`src/rtl/simple_bus_xbar.sv`:
```
// simple_bus_xbar: fixed-priority host arbitration, base/mask address decode,
// request forwarding to devices and one-cycle-later response routing back to
// the originating host. Unmapped accesses get a locally generated error response.
module simple_bus_xbar #(
    parameter int NrDevices    = 1,
    parameter int NrHosts      = 1,
    parameter int DataWidth    = 32,
    parameter int AddressWidth = 32
) (
    input  logic                      clk_i,
    input  logic                      rst_ni,

    input  logic [NrHosts-1:0]        host_req_i,
    output logic [NrHosts-1:0]        host_gnt_o,
    input  logic [AddressWidth-1:0]   host_addr_i  [NrHosts],
    input  logic [NrHosts-1:0]        host_we_i,
    input  logic [DataWidth/8-1:0]    host_be_i    [NrHosts],
    input  logic [DataWidth-1:0]      host_wdata_i [NrHosts],
    output logic [NrHosts-1:0]        host_rvalid_o,
    output logic [DataWidth-1:0]      host_rdata_o [NrHosts],
    output logic [NrHosts-1:0]        host_err_o,

    output logic [NrDevices-1:0]      device_req_o,
    output logic [AddressWidth-1:0]   device_addr_o  [NrDevices],
    output logic [NrDevices-1:0]      device_we_o,
    output logic [DataWidth/8-1:0]    device_be_o    [NrDevices],
    output logic [DataWidth-1:0]      device_wdata_o [NrDevices],
    input  logic [NrDevices-1:0]      device_rvalid_i,
    input  logic [DataWidth-1:0]      device_rdata_i [NrDevices],
    input  logic [NrDevices-1:0]      device_err_i,

    input  logic [AddressWidth-1:0]   cfg_device_addr_base [NrDevices],
    input  logic [AddressWidth-1:0]   cfg_device_addr_mask [NrDevices]
);

    localparam int HostIdxW = (NrHosts > 1) ? $clog2(NrHosts) : 1;
    localparam int DevIdxW  = (NrDevices > 1) ? $clog2(NrDevices) : 1;

    logic                    any_req;
    logic [HostIdxW-1:0]     win_idx;
    logic [AddressWidth-1:0] fwd_addr;
    logic                    fwd_we;
    logic [DataWidth/8-1:0]  fwd_be;
    logic [DataWidth-1:0]    fwd_wdata;

    logic                    dev_hit;
    logic [DevIdxW-1:0]      dev_idx;

    logic [HostIdxW-1:0]     host_q, host_d;
    logic [DevIdxW-1:0]      dev_q, dev_d;
    logic                    miss_q, miss_d;

    // Lowest-index requester wins; its fields are forwarded (host 0 when idle).
    always_comb begin
        any_req    = 1'b0;
        win_idx    = '0;
        host_gnt_o = '0;
        fwd_addr   = host_addr_i[0];
        fwd_we     = host_we_i[0];
        fwd_be     = host_be_i[0];
        fwd_wdata  = host_wdata_i[0];
        for (int h = 0; h < NrHosts; h++) begin
            if (host_req_i[h] && !any_req) begin
                any_req       = 1'b1;
                win_idx       = HostIdxW'(h);
                host_gnt_o[h] = 1'b1;
                fwd_addr      = host_addr_i[h];
                fwd_we        = host_we_i[h];
                fwd_be        = host_be_i[h];
                fwd_wdata     = host_wdata_i[h];
            end
        end
    end

    // Address decode against base/mask; lowest matching device wins on overlap.
    always_comb begin
        dev_hit = 1'b0;
        dev_idx = '0;
        for (int d = 0; d < NrDevices; d++) begin
            if (!dev_hit && ((fwd_addr & cfg_device_addr_mask[d]) == cfg_device_addr_base[d])) begin
                dev_hit = 1'b1;
                dev_idx = DevIdxW'(d);
            end
        end
    end

    // Drive the request to the matched device only; payload goes to every port.
    always_comb begin
        device_req_o = '0;
        device_we_o  = '0;
        for (int d = 0; d < NrDevices; d++) begin
            device_req_o[d]   = any_req && dev_hit && (dev_idx == DevIdxW'(d));
            device_addr_o[d]  = fwd_addr;
            device_we_o[d]    = fwd_we;
            device_be_o[d]    = fwd_be;
            device_wdata_o[d] = fwd_wdata;
        end
    end

    // Capture who asked and where it went on every granted cycle; a miss lasts one cycle.
    always_comb begin
        host_d = host_q;
        dev_d  = dev_q;
        miss_d = 1'b0;
        if (any_req) begin
            host_d = win_idx;
            dev_d  = dev_idx;
            miss_d = !dev_hit;
        end
    end

    // Response tracking registers.
    always_ff @(posedge clk_i or negedge rst_ni) begin
        if (!rst_ni) begin
            host_q <= '0;
            dev_q  <= '0;
            miss_q <= 1'b0;
        end else begin
            host_q <= host_d;
            dev_q  <= dev_d;
            miss_q <= miss_d;
        end
    end

    // Route the device response (or the local miss error) back to the recorded host.
    always_comb begin
        host_rvalid_o = '0;
        host_err_o    = '0;
        for (int h = 0; h < NrHosts; h++) begin
            host_rdata_o[h] = '0;
            if (host_q == HostIdxW'(h)) begin
                if (miss_q) begin
                    host_rvalid_o[h] = 1'b1;
                    host_err_o[h]    = 1'b1;
                end else begin
                    for (int d = 0; d < NrDevices; d++) begin
                        if ((dev_q == DevIdxW'(d)) && device_rvalid_i[d]) begin
                            host_rvalid_o[h] = 1'b1;
                            host_rdata_o[h]  = device_rdata_i[d];
                            host_err_o[h]    = device_err_i[d];
                        end
                    end
                end
            end
        end
    end

endmodule

```
`config.mk`:
```
export PLATFORM = sky130hd
export DESIGN_NAME = simple_bus_xbar
export DESIGN_NICKNAME = d
export VERILOG_FILES = /design/src/rtl/simple_bus_xbar.sv
export SDC_FILE = /design/constraint.sdc
export NUM_CORES = 1
export LEC_CHECK = 0
export ABC_AREA = 1
export BUFFER_PORTS_ARGS = -buffer_cell sky130_fd_sc_hd__buf_4
export CORE_AREA = 2 2 108 110
export CTS_BUF_LIST = sky130_fd_sc_hd__clkbuf_16
export CTS_CLUSTER_SIZE = 30
export DETAILED_ROUTE_END_ITERATION = 8
export DIE_AREA = 0 0 110 112
export SLEW_MARGIN = 20
export SYNTH_ARGS = -nofsm -noshare
export SYNTH_HDL_FRONTEND = slang
export SYNTH_SLANG_ARGS = --single-unit
```
`constraint.sdc`:
```
create_clock -name clk_i -period 0.9 [get_ports clk_i]
set_input_delay 0.09 -clock clk_i [delete_from_list [all_inputs] [get_ports clk_i]]
set_output_delay 0.09 -clock clk_i [all_outputs]
set_load 0.03 [all_outputs]
```
## Word-level counts from Yosys, hierarchy flattened

Index checks and enable logic that the tools add are counted.

- Register bits after elaboration: 1
- Input port bits: 170
- Output and inout bits: 105
- Word-level logic and storage cells: 14

- Eq/ne operators: 1
- Muxes and demuxes: 9
- Bitwise logic cells: 1
- Reductions and logical operators: 2

Operator list:

| cell | number |
|---|---|
| $mux W32 | 2 |
| $and A32 B32 Y32 | 1 |
| $eq A32 B32 Y1 | 1 |
| $mux W1 | 7 |
| $logic_and A1 B1 Y1 | 1 |
| $logic_not A1 Y1 | 1 |

## Longest topological paths before layout

Gate-level depths: netlist of the first run.

- Word-level depth: 5
- Gate-level depth with buffers: 10
- Depth with buffers taken out: 10

## Least setup slack after synthesis of the first run

No wires, ideal clock.

- Kind: register to output
- Start point: register miss_q
- End point: output host_err_o
- Arrival time: 1.083 ns
- Data required time: 0.810 ns
- Slack: -0.273 ns
- Cell stages (with the launch flop): 4
- Path through: dfrtp_1 clkbuf_1 or2_2 o21a_1

- Longest elaborated chain between the ends: 1

Ends and longest elaborated chain:

| element | line | source |
|---|---|---|
| start, declared | 51 | `logic miss_q, miss_d;` |
| start signal, assigned | 121 | `miss_q <= miss_d;` |
| $mux W1 | 132 | `if (miss_q) begin` |
| end, declared | 21 | `output logic [NrHosts-1:0] host_err_o,` |

Every way passes these cells.

## Worst setup path in the final report of the first run

- Start point: input cfg_device_addr_mask[26] (netlist name)
- End point: output device_req_o

- Longest elaborated chain between the ends: 4

Ends and longest elaborated chain:

| element | line | source |
|---|---|---|
| start, declared | 33 | `input logic [AddressWidth-1:0] cfg_device_addr_mask [NrDevices]` |
| $and A32 B32 Y32 | 80 | `if (!dev_hit && ((fwd_addr & cfg_device_addr_mask[d]) == cfg_device_addr_base[d])) begin` |
| $eq A32 B32 Y1 | 80 |  |
| $mux W1 | 80 |  |
| $logic_and A1 B1 Y1 | 92 | `device_req_o[d] = any_req && dev_hit && (dev_idx == DevIdxW'(d));` |
| end, declared | 23 | `output logic [NrDevices-1:0] device_req_o,` |

Every way passes these cells.

==> flow_metrics.py, run 1 <==
metrics = {
    "outcome": {
        "status": "complete, but fails checks",
        "violations": "negative setup slack",
    },
    "setup_path": {
        "cp-start-kind": "input port",
        "crit_fanout": 3,
        "crit_family": "simple AND/OR/NAND/NOR gates",
        "cp.depth": 11,
        "worstPathArrival_ns": 1.06,
        "crit_required_ns": 0.81,
        "cp-endpoint": "device_req_o",
        "path_cells": "buf_8, nand2_4, nand2_2, nand2_2, nand3_2, nor2_1, nand2_1, nor2_2, nand2_2, nor2_4, buf_6",
        "startpoint": "cfg_device_addr_mask[26]",
        "path_class": "input port to output pin",
        "worst-path-buf-inv": 2,
        "worst_path_max_delay_cell": "nor2_2",
        "critPathMaxStageDelay_ns": 0.13,
        "crit_top_cell": "nand2_2",
        "endpoint_kind": "output pin",
    },
    "cells_and_area": {
        "top_regs": "miss_q: 1 flops",
        "fin_nets": 708,
        "fillCellCount": 1178,
        "seqCellArea_um2": 26.3,
        "multi_input_area_um2": 1520,
        "drive_above_1_share": 0.591,
        "syn_to_final_growth_pct": 117,
        "largest_reg_flops": 1,
        "antennaDiodeCount": 0,
        "final_util": 0.354,
        "regMostFlops": "miss_q",
    },
    "hold_path": {
        "worstHoldPathCells": 0,
        "min_path_type": "input port to output pin",
    },
    "drt": {
        "drtIter0Drc": 97,
        "ant_nets": 0,
        "vias_per_cell": 4.01,
        "dr.pass1.iters": 4,
        "wl_per_cell_um": 11.0,
        "wirelength_mm": 7.46,
        "drc_errors": 0,
        "vias": 2725,
    },
    "logic_synthesis": {
        "ys_seq_area_frac": 0.0137,
        "ys_ff_latch": 1,
        "synth_top_cell_by_area": "nand2_1",
        "yosys-top-cells-count": "nand2_1 (161), buf_4 (70), nor2_1 (61)",
        "syn_avg_cell_area_um2": 4.68,
        "yosys_most_used_dff": "dfrtp_1",
        "synth_most_common_cell": "nand2_1",
        "yosysTopAreaCellShare": 0.331,
        "synth_area_leaders": "nand2_1 (33%), buf_4 (29%), nor2_1 (13%)",
        "netlist_area_um2": 1820,
        "netlist_instances": 390,
        "syn-num-nets": 560,
        "synth_cell_types": 14,
        "async_flop_share": 1.00,
        "synth_edf_count": 0,
        "yosys_warnings": 0,
    },
    "timing": {
        "maxSlewHeadroom": 0.793,
        "finalSetupViolations": 36,
        "min_period_ns": 1.15,
        "setup_ws_ns": -0.251,
        "tns_ns": -5.53,
        "worstMarginPinSlew_ns": 0.311,
        "rsz0062_at_grt": "true",
        "hold_viol": 0,
        "fmax_mhz": 869,
        "drv_slew": 0,
        "finalCritPeriodShare": 1.28,
        "hold_slack_ns": 0.180,
    },
    "global_routing": {
        "grt_usage": 0.103,
        "first_global_vias": 2537,
        "grt_pass1_wl_mm": 10.6,
        "grt_overflow": 0,
        "antenna_found_initial": 0,
        "grt_max_degree": 34,
    },
    "floorplan": {
        "coreArea_um2": 11200,
        "ios": 275,
        "rows": 39,
        "start_util": 0.163,
        "fp.dieArea_um2": 12300,
        "fp.dieH_um": 112,
        "die_x_um": 110,
    },
    "placed_design": {
        "pre_cts_slack_ns": -0.341,
        "io_buffers": 200,
        "post-dp-hpwl_mm": 6.18,
        "gp_congestion": 0.753,
    },
    "pwr": {
        "total_power_mw": 1.99,
        "pwr-share-seq": 0.029,
        "sw_frac_of_total": 0.482,
        "clock_power_share": 0,
        "p_leak_nw": 2.12,
        "netSwitchingPower_uw": 960,
        "comb_power_share": 0.971,
        "power_density_nw_per_um2": 504,
        "p_int_mw": 1.03,
        "vdd_drop_max_mv": 0.214,
    },
    "flow_run": {
        "max_cap_viol_count": 0,
    },
}
-- power by group through the flow --
stage	registers [mW]	logic (mW)	clock network [mW]
4_1_cts	0.0607	1.80	0
3_3_place_gp	0.0556	1.62	0
6_report	0.0584	1.93	0
5_1_grt	0.0596	2.10	0
3_5_place_dp	0.0555	1.65	0
2_1_floorplan	0.0484	1.21	0
-- repair_timing --
item / CTS / global route
endpoints found under the hold margin: 1 / 0
pin swaps: 14 / 61
gates cloned: 3 / 0
setup endpoints to repair: 36 / 36
buffers inserted: 2 / 1
gates resized for setup: 52 / 93
hold buffers: 1 / 0
-- logic make-up after synthesis --
logic type	synth area share
and+or+nand+nor	0.583
buffers and inverters	0.399
DFF	0.0137
AOI/OAI and AO/OA	0.00412
-- final cells by class --
cell class / instances / area share
Sequential cell: 1 / 0.00665
Tap cell: 143 / 0.0453
Timing Repair Buffer: 224 / 0.520
Inverter: 44 / 0.0424
Multi-Input combinational cell: 267 / 0.386
-- worst min path at each step --
stage / from / endpoint / slack (ns)
final: host_wdata_i[10] / device_wdata_o[10] / 0.18
after global routing: host_wdata_i[4] / device_wdata_o[4] / 0.18
after CTS: host_be_i[0] / device_be_o[0] / 0.18
after detailed placement: rst_ni / miss_q / -0.13
after global placement: rst_ni / miss_q / -0.13
after floorplan: rst_ni / miss_q / -0.21
-- routing by layer --
layer | global-route usage | wire (um) | vias up
met2 | 0.199 | 3930 | 156
met4 | 0.00253 | 40 | 0
met3 | 0.0252 | 812 | 4
met1 | 0.118 | 2680 | 1175
li1 | - | - | 1390
met5 | 0 | 0 | -
-- placed cells by master (no fill, tap or decap), types with 2 or more instances in the layout --
master	netlist	routed
nand3b_1	2	2
nand2_1	161	136
buf_12	0	5
nor2_1	61	19
buf_4	70	152
inv_2	3	9
buf_6	0	59
nand2_4	0	8
nor2_4	0	35
nand3_1	38	26
nor2_2	0	7
nand2_2	2	19
nand3_2	0	12
buf_16	0	2
inv_1	41	34
buf_8	0	4
-- per-stage QoR --
stage / area [um2] / std cells
after floorplan: 2080 / 390
after global placement: 3330 / 672
after detailed placement: 3330 / 672
after CTS: 3640 / 678
after global routing: 3950 / 679
final: 3950 / 679
Note: power is estimated with default switching activity, not from simulation.
==> inputs of run 2 (changes only) <==
--- a/config.mk
+++ b/config.mk
@@ -7,11 +7,11 @@
 export LEC_CHECK = 0
 export ABC_AREA = 1
 export BUFFER_PORTS_ARGS = -buffer_cell sky130_fd_sc_hd__buf_4
-export CORE_AREA = 2 2 108 110
+export CORE_AREA = 3 3 106 108
 export CTS_BUF_LIST = sky130_fd_sc_hd__clkbuf_16
 export CTS_CLUSTER_SIZE = 30
 export DETAILED_ROUTE_END_ITERATION = 8
-export DIE_AREA = 0 0 110 112
+export DIE_AREA = 0 0 109 111
 export SLEW_MARGIN = 20
 export SYNTH_ARGS = -nofsm -noshare
 export SYNTH_HDL_FRONTEND = slang
==> flow_metrics.py, run 2 (same netlist as run 1, synthesis figures left out) <==
metrics = {
    "pwr": {
        "p_leak_nw": 2.08,
        "vdd_drop_max_mv": 0.186,
        "total_power_mw": 1.97,
        "power_density_nw_per_um2": 506,
    },
    "placed_design": {
        "gp_congestion": 0.711,
        "post-place-cells": 659,
        "io_buffers": 200,
        "pre_cts_slack_ns": -0.344,
        "post-dp-hpwl_mm": 6.03,
    },
    "cells_and_area": {
        "drive_above_1_share": 0.616,
        "regMostFlops": "miss_q",
        "syn_to_final_growth_pct": 114,
        "largest_reg_flops": 1,
        "fin_nets": 706,
        "layout_commonest_cell": "buf_4",
        "top_regs": "miss_q: 1 flops",
        "antennaDiodeCount": 0,
        "fin_cells": 670,
        "layout_common_cells": "buf_4 (149), nand2_1 (128), buf_6 (63), nor2_4 (36), nand2_2 (31)",
    },
    "hold_path": {
        "min_path_type": "input port to output pin",
    },
    "timing": {
        "fmax_mhz": 858,
        "finalSetupViolations": 36,
        "finalCritPeriodShare": 1.30,
        "drv_slew": 0,
        "setup_ws_ns": -0.266,
        "hold_viol": 0,
        "min_period_ns": 1.17,
        "worstMarginPinSlew_ns": 0.305,
        "maxSlewHeadroom": 0.797,
        "rsz0062_at_grt": "true",
    },
    "drt": {
        "vias": 2711,
        "drtIter0Drc": 104,
        "vias_per_cell": 4.05,
        "ant_nets": 0,
        "wirelength_mm": 7.56,
        "wl_per_cell_um": 11.3,
        "dr.pass1.iters": 6,
        "drc_errors": 0,
    },
    "floorplan": {
        "coreArea_um2": 10300,
        "start_util": 0.177,
        "fp.dieArea_um2": 12100,
        "die_x_um": 109,
        "fp.dieH_um": 111,
        "rows": 37,
        "ios": 275,
    },
    "setup_path": {
        "endpoint_kind": "output pin",
        "worst_path_max_delay_cell": "dfrtp_4",
        "worst-path-buf-inv": 1,
        "path_class": "register to output pin",
        "critPathMaxStageDelay_ns": 0.55,
        "crit_required_ns": 0.81,
        "crit_family": "flip-flops",
        "crit_fanout": 8,
        "path_cells": "or2_4, o21a_4, buf_6",
        "cp-start-kind": "register",
        "worstPathArrival_ns": 1.08,
    },
    "global_routing": {
        "grt_max_degree": 34,
        "grt_overflow": 0,
        "grt_pass1_wl_mm": 11.4,
        "first_global_vias": 2611,
        "gr-usage-met3": 0.0262,
        "antenna_found_initial": 1,
        "grtUsageMet1": 0.112,
        "busiest_layer": "met2",
        "gr-usage-met2": 0.231,
        "grt_usage": 0.111,
    },
    "outcome": {
        "status": "complete, but fails checks",
        "violations": "negative setup slack",
    },
    "clocking": {
        "clk_pin_slew_ns": 0,
    },
    "flow_run": {
        "max_cap_viol_count": 0,
    },
}
run 2: cell types whose count changed in the layout (fill, tap and decap cells not counted), sizes merged:
cell    delta
clkbuf     -1
buf        -1
run 2: layout make-up:
class,count,area [um2]
Fill cell,1069,6420
Timing Repair Buffer,222,2000
Multi-Input combinational cell,267,1530
Tap cell,136,170
Inverter,44,168
Sequential cell,1,28.8
run 2: per-layer routing:
| layer | up-vias | wire (um) |
|---|---|---|
| li1 | 1386 | - |
| met1 | 1173 | 2540 |
| met2 | 140 | 4140 |
| met3 | 10 | 803 |
| met4 | 2 | 57 |
| met5 | - | 13 |
run 2: per-stage QoR:
step           setup TNS, ns  hold slack, ns  cell area (um2)  utilization
2_1_floorplan          -3.07          -0.206             2080            -
3_3_place_gp           -4.18          -0.134             3270        0.317
3_5_place_dp           -4.57          -0.132             3270        0.317
4_1_cts                -7.24           0.180             3870        0.375
5_1_grt                -6.79           0.180             3900        0.378
6_report               -5.51           0.180             3900        0.378
run 2: where the power goes:
group | total, mW | internal (mW) | leakage, nW | switching, mW
clock | 0 | 0 | 0 | 0
sequential | 0.0630 | 0.0498 | 0.0108 | 0.0133
combinational | 1.91 | 0.961 | 2.07 | 0.950
run 2: what timing repair did:
item / CTS / global route
cloned: 4 / 0
resized for setup: 107 / 58
hold endpoints to repair: 1 / 0
setup buffers: 12 / 0
setup endpoints to repair: 36 / 36
hold buffers: 1 / 0
pin swaps: 58 / 46
run 2: worst paths after layout:
check / slack (ns) / start / endpoint / cells after the start
worst max-delay path: -0.27 / miss_q / host_err_o / 3
worst min-delay path: 0.18 / host_wdata_i[17] / device_wdata_o[17] / 0
max in group asynchronous: 0.36 / rst_ni / miss_q / 2
min in group asynchronous: 0.45 / rst_ni / miss_q / 2
